<file path="src/rtl/rv32i_pkg.sv">
// RV32I shared definitions: opcodes, ALU/writeback selectors and the
// control bundle carried from decode into execute.
package rv32i_pkg;

    localparam logic [6:0] OPC_LUI    = 7'b0110111;
    localparam logic [6:0] OPC_AUIPC  = 7'b0010111;
    localparam logic [6:0] OPC_JAL    = 7'b1101111;
    localparam logic [6:0] OPC_JALR   = 7'b1100111;
    localparam logic [6:0] OPC_BRANCH = 7'b1100011;
    localparam logic [6:0] OPC_LOAD   = 7'b0000011;
    localparam logic [6:0] OPC_STORE  = 7'b0100011;
    localparam logic [6:0] OPC_OPIMM  = 7'b0010011;
    localparam logic [6:0] OPC_OP     = 7'b0110011;
    localparam logic [6:0] OPC_FENCE  = 7'b0001111;
    localparam logic [6:0] OPC_SYSTEM = 7'b1110011;

    typedef enum logic [3:0] {
        ALU_ADD    = 4'd0,
        ALU_SUB    = 4'd1,
        ALU_SLL    = 4'd2,
        ALU_SLT    = 4'd3,
        ALU_SLTU   = 4'd4,
        ALU_XOR    = 4'd5,
        ALU_SRL    = 4'd6,
        ALU_SRA    = 4'd7,
        ALU_OR     = 4'd8,
        ALU_AND    = 4'd9,
        ALU_PASS_B = 4'd10
    } alu_op_e;

    typedef enum logic [1:0] {
        WB_ALU = 2'd0,
        WB_MEM = 2'd1,
        WB_PC4 = 2'd2
    } wb_sel_e;

    localparam logic ASEL_RS1 = 1'b0;
    localparam logic ASEL_PC  = 1'b1;
    localparam logic BSEL_RS2 = 1'b0;
    localparam logic BSEL_IMM = 1'b1;

    typedef struct packed {
        alu_op_e alu_op;
        logic    asel;
        logic    bsel;
        logic    reg_we;
        logic    mem_re;
        logic    mem_we;
        logic    branch;
        logic    jump;
        wb_sel_e wb_sel;
    } ctrl_t;

    // alt selects SUB/SRA; it is ignored for every other funct3
    function automatic alu_op_e alu_from_f3(input logic [2:0] f3,
                                            input logic alt);
        alu_op_e op;
        case (f3)
            3'b000:  op = alt ? ALU_SUB : ALU_ADD;
            3'b001:  op = ALU_SLL;
            3'b010:  op = ALU_SLT;
            3'b011:  op = ALU_SLTU;
            3'b100:  op = ALU_XOR;
            3'b101:  op = alt ? ALU_SRA : ALU_SRL;
            3'b110:  op = ALU_OR;
            default: op = ALU_AND;
        endcase
        return op;
    endfunction

endpackage

</file>
<file path="src/rtl/regfile.sv">
// Integer register file: two combinational read ports, one write port,
// x0 hardwired to zero, same-cycle write-to-read bypass.
module regfile #(
    parameter int XLEN = 32,
    parameter int NREG = 32,
    parameter int AW   = 5
) (
    input  logic            clk,
    input  logic            reset_n,
    input  logic            we,
    input  logic [AW-1:0]   waddr,
    input  logic [XLEN-1:0] wdata,
    input  logic [AW-1:0]   raddr1,
    input  logic [AW-1:0]   raddr2,
    output logic [XLEN-1:0] rdata1,
    output logic [XLEN-1:0] rdata2
);

    logic [XLEN-1:0] regs_q [NREG];
    logic [XLEN-1:0] regs_d [NREG];
    logic            wr;

    assign wr = we && (waddr != '0);

    always_comb begin
        regs_d = regs_q;
        if (wr) regs_d[waddr] = wdata;
    end

    always_ff @(posedge clk or negedge reset_n) begin
        if (!reset_n) begin
            for (int i = 0; i < NREG; i++) regs_q[i] <= '0;
        end else begin
            regs_q <= regs_d;
        end
    end

    always_comb begin
        rdata1 = regs_q[raddr1];
        if (wr && waddr == raddr1) rdata1 = wdata;
        if (raddr1 == '0) rdata1 = '0;
        rdata2 = regs_q[raddr2];
        if (wr && waddr == raddr2) rdata2 = wdata;
        if (raddr2 == '0) rdata2 = '0;
    end

endmodule

</file>
<file path="src/rtl/id_stage.sv">
// RV32I decode stage: regfile, decoder, load-use hazard and ID/EX register.
// Define ILLEGAL_INST_EN to add the registered illegal_out flag.
module id_stage
    import rv32i_pkg::*;
#(
    parameter int XLEN = 32,
    parameter int NREG = 32
) (
    input  logic            clk,
    input  logic            reset_n,
    input  logic [31:0]     inst_in,
    input  logic [XLEN-1:0] pc_in,
    input  logic [XLEN-1:0] pcPlus4_in,
    input  logic            flush_in,
    input  logic            wb_we_in,
    input  logic [4:0]      wb_rd_in,
    input  logic [XLEN-1:0] wb_data_in,
    output logic            stall_out,
    output logic [XLEN-1:0] pc_out,
    output logic [XLEN-1:0] pcPlus4_out,
    output logic [XLEN-1:0] rs1_data_out,
    output logic [XLEN-1:0] rs2_data_out,
    output logic [XLEN-1:0] imm_out,
    output logic [4:0]      rs1_out,
    output logic [4:0]      rs2_out,
    output logic [4:0]      rd_out,
    output logic [2:0]      funct3_out,
    output logic [3:0]      alu_op_out,
    output logic            asel_out,
    output logic            bsel_out,
    output logic            reg_we_out,
    output logic            mem_re_out,
    output logic            mem_we_out,
    output logic            branch_out,
    output logic            jump_out,
    output logic [1:0]      wb_sel_out
`ifdef ILLEGAL_INST_EN
    ,
    output logic            illegal_out
`endif
);

`ifdef ILLEGAL_INST_EN
    localparam bit ILL_EN = 1'b1;
`else
    localparam bit ILL_EN = 1'b0;
`endif

    typedef struct packed {
        logic [XLEN-1:0] pc;
        logic [XLEN-1:0] pc4;
        logic [XLEN-1:0] rs1_data;
        logic [XLEN-1:0] rs2_data;
        logic [XLEN-1:0] imm;
        logic [4:0]      rs1;
        logic [4:0]      rs2;
        logic [4:0]      rd;
        logic [2:0]      funct3;
        ctrl_t           ctrl;
    } id_ex_t;

    id_ex_t          ex_q, ex_d;
    ctrl_t           ctrl;
    logic [XLEN-1:0] imm, rdata1, rdata2;
    logic [XLEN-1:0] imm_i, imm_s, imm_b, imm_u, imm_j;
    logic [6:0]      opcode, f7;
    logic [4:0]      rs1, rs2, rd;
    logic [2:0]      f3;
    logic            s, use_rs1, use_rs2, bad;
    logic            hazard, bad_go;

    assign opcode = inst_in[6:0];
    assign rd     = inst_in[11:7];
    assign f3     = inst_in[14:12];
    assign rs1    = inst_in[19:15];
    assign rs2    = inst_in[24:20];
    assign f7     = inst_in[31:25];
    assign s      = inst_in[31];

    assign imm_i = {{(XLEN-12){s}}, inst_in[31:20]};
    assign imm_s = {{(XLEN-12){s}}, inst_in[31:25], inst_in[11:7]};
    assign imm_b = {{(XLEN-13){s}}, inst_in[31], inst_in[7],
                    inst_in[30:25], inst_in[11:8], 1'b0};
    assign imm_u = XLEN'($signed({inst_in[31:12], 12'b0}));
    assign imm_j = {{(XLEN-21){s}}, inst_in[31], inst_in[19:12],
                    inst_in[20], inst_in[30:21], 1'b0};

    regfile #(.XLEN(XLEN), .NREG(NREG), .AW(5)) u_rf (
        .clk    (clk),
        .reset_n(reset_n),
        .we     (wb_we_in),
        .waddr  (wb_rd_in),
        .wdata  (wb_data_in),
        .raddr1 (rs1),
        .raddr2 (rs2),
        .rdata1 (rdata1),
        .rdata2 (rdata2)
    );

    always_comb begin
        ctrl    = '0;
        imm     = '0;
        use_rs1 = 1'b1;
        use_rs2 = 1'b0;
        bad     = 1'b0;
        unique case (opcode)
            OPC_LUI: begin
                ctrl.alu_op = ALU_PASS_B;
                ctrl.bsel   = BSEL_IMM;
                ctrl.reg_we = 1'b1;
                imm         = imm_u;
                use_rs1     = 1'b0;
            end
            OPC_AUIPC: begin
                ctrl.asel   = ASEL_PC;
                ctrl.bsel   = BSEL_IMM;
                ctrl.reg_we = 1'b1;
                imm         = imm_u;
                use_rs1     = 1'b0;
            end
            OPC_JAL: begin
                ctrl.asel   = ASEL_PC;
                ctrl.bsel   = BSEL_IMM;
                ctrl.jump   = 1'b1;
                ctrl.wb_sel = WB_PC4;
                ctrl.reg_we = 1'b1;
                imm         = imm_j;
                use_rs1     = 1'b0;
            end
            OPC_JALR: begin
                ctrl.bsel   = BSEL_IMM;
                ctrl.jump   = 1'b1;
                ctrl.wb_sel = WB_PC4;
                ctrl.reg_we = 1'b1;
                imm         = imm_i;
            end
            OPC_BRANCH: begin
                ctrl.asel   = ASEL_PC;
                ctrl.bsel   = BSEL_IMM;
                ctrl.branch = 1'b1;
                imm         = imm_b;
                use_rs2     = 1'b1;
            end
            OPC_LOAD: begin
                ctrl.bsel   = BSEL_IMM;
                ctrl.mem_re = 1'b1;
                ctrl.wb_sel = WB_MEM;
                ctrl.reg_we = 1'b1;
                imm         = imm_i;
            end
            OPC_STORE: begin
                ctrl.bsel   = BSEL_IMM;
                ctrl.mem_we = 1'b1;
                imm         = imm_s;
                use_rs2     = 1'b1;
            end
            OPC_OPIMM: begin
                ctrl.alu_op = alu_from_f3(f3, f3 == 3'b101 && inst_in[30]);
                ctrl.bsel   = BSEL_IMM;
                ctrl.reg_we = 1'b1;
                imm         = imm_i;
                bad = (f3 == 3'b001 && f7 != 7'h00) ||
                      (f3 == 3'b101 && f7 != 7'h00 && f7 != 7'h20);
            end
            OPC_OP: begin
                ctrl.alu_op = alu_from_f3(f3, inst_in[30]);
                ctrl.reg_we = 1'b1;
                use_rs2     = 1'b1;
                bad = !(f7 == 7'h00 ||
                        (f7 == 7'h20 && (f3 == 3'b000 || f3 == 3'b101)));
            end
            OPC_FENCE, OPC_SYSTEM: ;
            default: bad = 1'b1;
        endcase
    end

    assign hazard = ex_q.ctrl.mem_re && (ex_q.rd != 5'd0) &&
                    ((use_rs1 && ex_q.rd == rs1) ||
                     (use_rs2 && ex_q.rd == rs2));
    assign stall_out = hazard && !flush_in;
    // a stalled illegal instruction is re-decoded next cycle, so flag it then
    assign bad_go = ILL_EN && bad && !flush_in && !hazard;

    always_comb begin
        ex_d = '0;
        if (!(flush_in || hazard || bad_go)) begin
            ex_d.pc       = pc_in;
            ex_d.pc4      = pcPlus4_in;
            ex_d.rs1_data = rdata1;
            ex_d.rs2_data = rdata2;
            ex_d.imm      = imm;
            ex_d.rs1      = rs1;
            ex_d.rs2      = rs2;
            ex_d.rd       = rd;
            ex_d.funct3   = f3;
            ex_d.ctrl     = ctrl;
        end
    end

    always_ff @(posedge clk or negedge reset_n) begin
        if (!reset_n) ex_q <= '0;
        else          ex_q <= ex_d;
    end

`ifdef ILLEGAL_INST_EN
    logic illegal_q, illegal_d;
    assign illegal_d = bad_go;
    always_ff @(posedge clk or negedge reset_n) begin
        if (!reset_n) illegal_q <= 1'b0;
        else          illegal_q <= illegal_d;
    end
    assign illegal_out = illegal_q;
`endif

    assign pc_out       = ex_q.pc;
    assign pcPlus4_out  = ex_q.pc4;
    assign rs1_data_out = ex_q.rs1_data;
    assign rs2_data_out = ex_q.rs2_data;
    assign imm_out      = ex_q.imm;
    assign rs1_out      = ex_q.rs1;
    assign rs2_out      = ex_q.rs2;
    assign rd_out       = ex_q.rd;
    assign funct3_out   = ex_q.funct3;
    assign alu_op_out   = ex_q.ctrl.alu_op;
    assign asel_out     = ex_q.ctrl.asel;
    assign bsel_out     = ex_q.ctrl.bsel;
    assign reg_we_out   = ex_q.ctrl.reg_we;
    assign mem_re_out   = ex_q.ctrl.mem_re;
    assign mem_we_out   = ex_q.ctrl.mem_we;
    assign branch_out   = ex_q.ctrl.branch;
    assign jump_out     = ex_q.ctrl.jump;
    assign wb_sel_out   = ex_q.ctrl.wb_sel;

endmodule

</file>
<file path="config.mk">
export PLATFORM = sky130hd
export DESIGN_NAME = id_stage
export DESIGN_NICKNAME = d
export VERILOG_FILES = /design/src/rtl/rv32i_pkg.sv /design/src/rtl/regfile.sv /design/src/rtl/id_stage.sv
export SDC_FILE = /design/constraint.sdc
export NUM_CORES = 2
export LEC_CHECK = 0
export BUFFER_PORTS_ARGS = -buffer_cell sky130_fd_sc_hd__buf_4
export CAP_MARGIN = 20
export CORE_MARGIN = 2
export CORE_UTILIZATION = 45
export CTS_CLUSTER_DIAMETER = 50
export DETAILED_ROUTE_END_ITERATION = 10
export HOLD_SLACK_MARGIN = 0.05
export PLACE_DENSITY = 0.72
export SLEW_MARGIN = 20
export SYNTH_ARGS = -nofsm -noshare
export SYNTH_HDL_FRONTEND = slang
export SYNTH_HIERARCHICAL = 1
export SYNTH_SLANG_ARGS = --single-unit
</file>
<file path="constraint.sdc">
create_clock -name clk -period 5.66 [get_ports clk]
set_input_delay 1.132 -clock clk [delete_from_list [all_inputs] [get_ports clk]]
set_output_delay 1.132 -clock clk [all_outputs]
set_load 0.02 [all_outputs]
</file>
### Word-level counts from Yosys, hierarchy flattened

Index checks and enable logic that the tools add are counted.

| cells by class | value |
|---|---|
| $lt $le $gt $ge | 4 |
| bitwise gates (word level) | 3 |
| multiply operators | 0 |
| shift-type cells | 0 |
| reduce and logical (&&, ||, !) cells | 26 |
| div/mod/pow operators | 0 |
| eq/ne operators | 19 |
| muxes and demuxes | 32 |
| $add $sub $neg | 0 |

Operator list:

| operator | number |
|---|---|
| bitwise mux 1024 bit | 1 |
| binary-select mux 32 bit (select 5 bit) | 2 |
| 2-to-1 mux 32 bit | 9 |
| 2-to-1 mux 191 bit | 1 |
| demux 32 bit (select 5 bit) | 1 |
| one-hot mux 32 bit (5 select lines) | 1 |
| one-hot mux 4 bit (7 select lines) | 2 |
| == test 7 x 6 -> 1 bit (second input constant) | 3 |
| == test 7 bit (second input constant) | 3 |
| == test 5 bit | 4 |
| greater-or-equal comparator 6 bit (second input constant) | 3 |
| NOT 5 -> 6 bit | 3 |
| == test 7 x 5 -> 1 bit (second input constant) | 2 |
| 2-to-1 mux 1 bit | 13 |
| one-hot mux 4 bit (3 select lines) | 1 |
| OR reduction 3 bit | 4 |
| logical AND 1 bit | 10 |
| logical NOT 5 bit | 2 |
| nonzero test 5 bit | 2 |
| == test 3 bit (second input constant) | 3 |
| OR reduction 8 bit | 1 |
| == test 7 x 2 -> 1 bit (second input constant) | 1 |
| OR reduction 7 bit | 1 |
| == test 3 x 2 -> 1 bit (second input constant) | 2 |
| other kinds (7) | 9 |

| storage, ports and cells | value |
|---|---|
| bits in registers | 1215 |
| RAM bits | 0 |
| input bits | 137 |
| bits in latches | 0 |
| memories | 0 |
| word-level logic and storage cells | 134 |
| bits in read-only memories | 0 |

### Logic depth before layout (Yosys ltp)

| logic depth | value |
|---|---|
| depth in word-level cells | 8 |
| depth in mapped cells | 10 |
| mapped depth without buffers | 6 |

### Hierarchy

The synthesis kept the hierarchy.

Modules (own cells, without submodules):

| module | area an instance (um2) | times used | sequential area each (um2) | cells each |
|---|---|---|---|---|
| regfile | 55926.1 | 1 | 25624.6 | 4035 |
| id_stage | 6982.9 | 1 | 4754.6 | 546 |

### Worst setup path after synthesis

OpenSTA, ideal clock, no wires.

| path | value |
|---|---|
| path type | input to output |
| start | input port inst_in[3] |
| end | output port stall_out |
| path slack | 1.931 ns |
| arrival | 2.597 ns |
| stages on the path | 5 |
| cell sequence | nand3b_1 o22ai_2 or4_1 clkbuf_1 a21oi_1 |

| on the way | value |
|---|---|
| cells in the longest elaborated chain, start to end | 7 |

RTL lines:

| what | RTL line | source |
|---|---|---|
| start: declaration | id_stage.sv:11 | `input logic [31:0] inst_in,` |
| == test 7 bit (tied with other cells) | - |  |
| OR reduction 3 bit (no line) | - |  |
| 2-to-1 mux 1 bit | id_stage.sv:106 | `unique case (opcode)` |
| logical AND 1 bit (on tied branches) | id_stage.sv:178, id_stage.sv:179 |  |
| logical OR 1 bit * | id_stage.sv:178 | `((use_rs1 && ex_q.rd == rs1) \|\|` |
| logical AND 1 bit * | id_stage.sv:177 | `assign hazard = ex_q.ctrl.mem_re && (ex_q.rd != 5'd0) &&` |
| logical AND 1 bit * | id_stage.sv:180 | `assign stall_out = hazard && !flush_in;` |
| end: declaration | id_stage.sv:18 | `output logic stall_out,` |

Mark *: on every way between the ends. The rest lies on a longest branch, timed or not.

### Worst setup path after layout

| path | value |
|---|---|
| start | input port inst_in[17] |
| end | output port stall_out |

| on the way | value |
|---|---|
| cells in the longest elaborated chain, start to end | 5 |

RTL lines:

| what | RTL line |
|---|---|
| == test 5 bit | id_stage.sv:178 |
| logical AND 1 bit | id_stage.sv:178 |
| logical OR 1 bit | id_stage.sv:178 |
| logical AND 1 bit | id_stage.sv:177 |
| logical AND 1 bit | id_stage.sv:180 |

No other way between the ends.

==> results.ini <==
[synth]
synth_compound_area_share_pct=6.17
synth_edf_count=0
ys_seq_area_share_pct=48.3
synthFlopType=dfrtp_1
async_flop_share_pct=100
synth-seq-cells=1214
synth_top_family_by_area=multiplexers
syn_area_per_cell_sq_um=13.7
synth_fp_nets=4718
synthDistinctLibCells=76
synth_mux_area_share_pct=36.5
synth_area_leaders=dfrtp_1 48%, mux2_2 20%, mux4_2 11%, mux2i_1 5.3%, and3_1 1.5%
synth_top_cell_by_area=dfrtp_1
synth-simple-area-share_pct=4.51
synth_top_cell_area_share_pct=48.3
syn-cell-area_sq_mm=0.0629
synth_cells=4581
ys.warnings.count=6
synth_xor_area_share_pct=0.278
synth-adder-area-share_pct=0

[route]
wire_per_inst_um=33.4
routed_wl_um=223000
vias=44800
via_per_inst=6.72
drt-met1-wl_um=84200
dr.pass1.iters=6
drt_iter0_drc=5625
ant_nets=0
route.detailed.drc=0
met2_length_um=96900
wl_met3_um=27500
top_layer_used=met5

[clock_network]
cts_buffer_depth=3
cts_buffers=140
clk_root_buffer_cell=clkbuf_16
clkTransAtPathRegs_ns=0.06
cts-htree-levels=4
cts_tree=done
cts_hold_buf=0
post_cts.repair.setup_buffers=0
worstSkewPairLatency_ns=0.81
cts_resized=0
cts.sinks=1214

[global_route]
grt_pass1_vias=44400
antenna_found_initial=19
grt_pass1_wl_um=318000
grt_max_degree=155
grt.total_usage_pct=30.8
grt.overflow.total=0

[setup_path]
end_kind=primary output
reg2reg_to=rs2_data_out[30]$_DFF_PN0_
rrSetupSlack_ns=2.51
r2r_start=rd_out[3]$_DFF_PN0_
startpoint_type=input pin
rr_worst_depth=5
critPathArrivalTime_ns=3.04
crit_start=inst_in[17]
path_class=input pin to primary output
crit_fanout=43
worstPathRequired_ns=4.53

[power]
p_leak_nw=32.1
cellPowerDensity_mw_per_mm2=357
irDropWorstVdd_uv=357

[timing]
setup_violations=0
worst_pin_slew_ns=1.19
finalClockSkew_ns=0.0382
rsz0062_at_grt=false
post-route-min-period_ns=4.17
final.setup.tns_ns=0
finalCritPeriodShare_pct=73.7
relSlewSlack_pct=20.3
fmax_ghz=0.240
hold_viol=0
setup_slack_ns=1.49
slew_viol_final=0

[floorplan]
dieArea_sq_mm=0.143
num_rows=137
io_pins=329
start_util_pct=45.2
die_w_um=378
core_area_sq_mm=0.139
die_h_um=378

[job]
maxCapViolCount=0

[cells_and_area]
final_cells=6675
final_cell_mix=1214 x dfrtp_1, 1117 x mux2_2, 428 x buf_4, 332 x mux2i_1, 310 x mux4_2
final_common_cell=dfrtp_1
fillCellCount=11600
fin_nets=4819
syn_to_final_growth_pct=13.5
drive_gt1_share_pct=45.6

[place]
dp_cells=6416
numPortBuffers=328
finalWeightedCongestion=0.983
dpl_worst_slack_ns=1.50
hpwl_um=134000

[run_status]
status=finished, final reports clean

[hold_path]
min_path_type=input pin to async pin

## cells in the mapped netlist, drive strengths merged (12+ instances only)
cell	count
nor2	102
a211oi	40
nor3	86
buf	266
mux2	1122
a22oi	41
o221ai	13
a21oi	94
a221o	30
and3	147
mux4	310
clkbuf	235
nor4	26
nand2	53
dfrtp	1214
nor3b	15
nand3	16
nand2b	20
o22ai	87
a22o	12
a221oi	74
o21ai	83
a2111oi	18
mux2i	332
xnor2	18
## kinds of logic (layout without fill, tap and decap cells)
logic type,Yosys count,after routing
xor gates and xnor gates,20,20
muxes,1764,1764
DFF,1214,1214
other,0,5
and+or+nand+nor,521,521
AOI/OAI and AO/OA,549,549
buffers and inverters,513,726
## how the worst max path moves through the flow
stage / endpoint / slack, ns
2_1_floorplan: stall_out / 1.93
3_3_place_gp: stall_out / 1.58
3_5_place_dp: rs1_data_out[9]$_DFF_PN0_ / 1.50
4_1_cts: stall_out / 1.52
5_1_grt: stall_out / 1.45
6_report: stall_out / 1.49
## where the power goes
part	leakage, nW	internal (mW)	switching [mW]	total [mW]
Sequential	15.7	10.1	1.12	11.3
Combinational	14.1	2.65	2.17	4.82
Clock	2.31	5.43	3.95	9.38
Total	32.1	18.2	7.25	25.5
## area by class of cell
type | count | area [sq um] | share of cell area (%)
timing repair buffer | 460 | 3810 | 5.33
tap | 1876 | 2350 | 3.29
sequential | 1214 | 30400 | 42.5
clock inverter | 65 | 782 | 1.10
antenna | 5 | 12.5 | 0.0175
inverter | 12 | 45.0 | 0.0631
clock buffer | 189 | 3950 | 5.53
multi-input combinational | 2854 | 30100 | 42.1
## registers in the layout, indices dropped and copies added (netlist names), 3 cells and up
name and count:
u_rf/regs_q 1024, imm_out 32, pcPlus4_out 32, pc_out 32
rs1_data_out 32, rs2_data_out 32, rd_out 5, rs1_out 5
rs2_out 5, alu_op_out 4, funct3_out 3
## critical path: stages
cell     delay (ns)
buf_4          0.65
xnor2_1        0.21
nand2_1        0.11
or4_4          0.52
a21oi_1        0.19
buf_4          0.17
## through the flow
stage | instance area, sq um | util (%) | hold slack (ns) | total power [mW]
floorplan | 62900 | - | 0.441 | 14.5
global placement | 66600 | 47.9 | 0.377 | 15.9
detailed placement | 66600 | 47.9 | 0.384 | 16.1
CTS | 71400 | 51.3 | 0.369 | 25.4
global route | 71400 | 51.3 | 0.371 | 26.4
finish | 71400 | 51.3 | 0.339 | 25.5
## layer usage
| layer | vias to the layer above | global-route usage, % |
|---|---|---|
| li1 | 17700 | - |
| met1 | 23300 | 40.0 |
| met2 | 3069 | 45.6 |
| met3 | 752 | 10.2 |
| met4 | 24 | 16.9 |
| met5 | - | 0 |
Power figures use the tool's default switching activity.
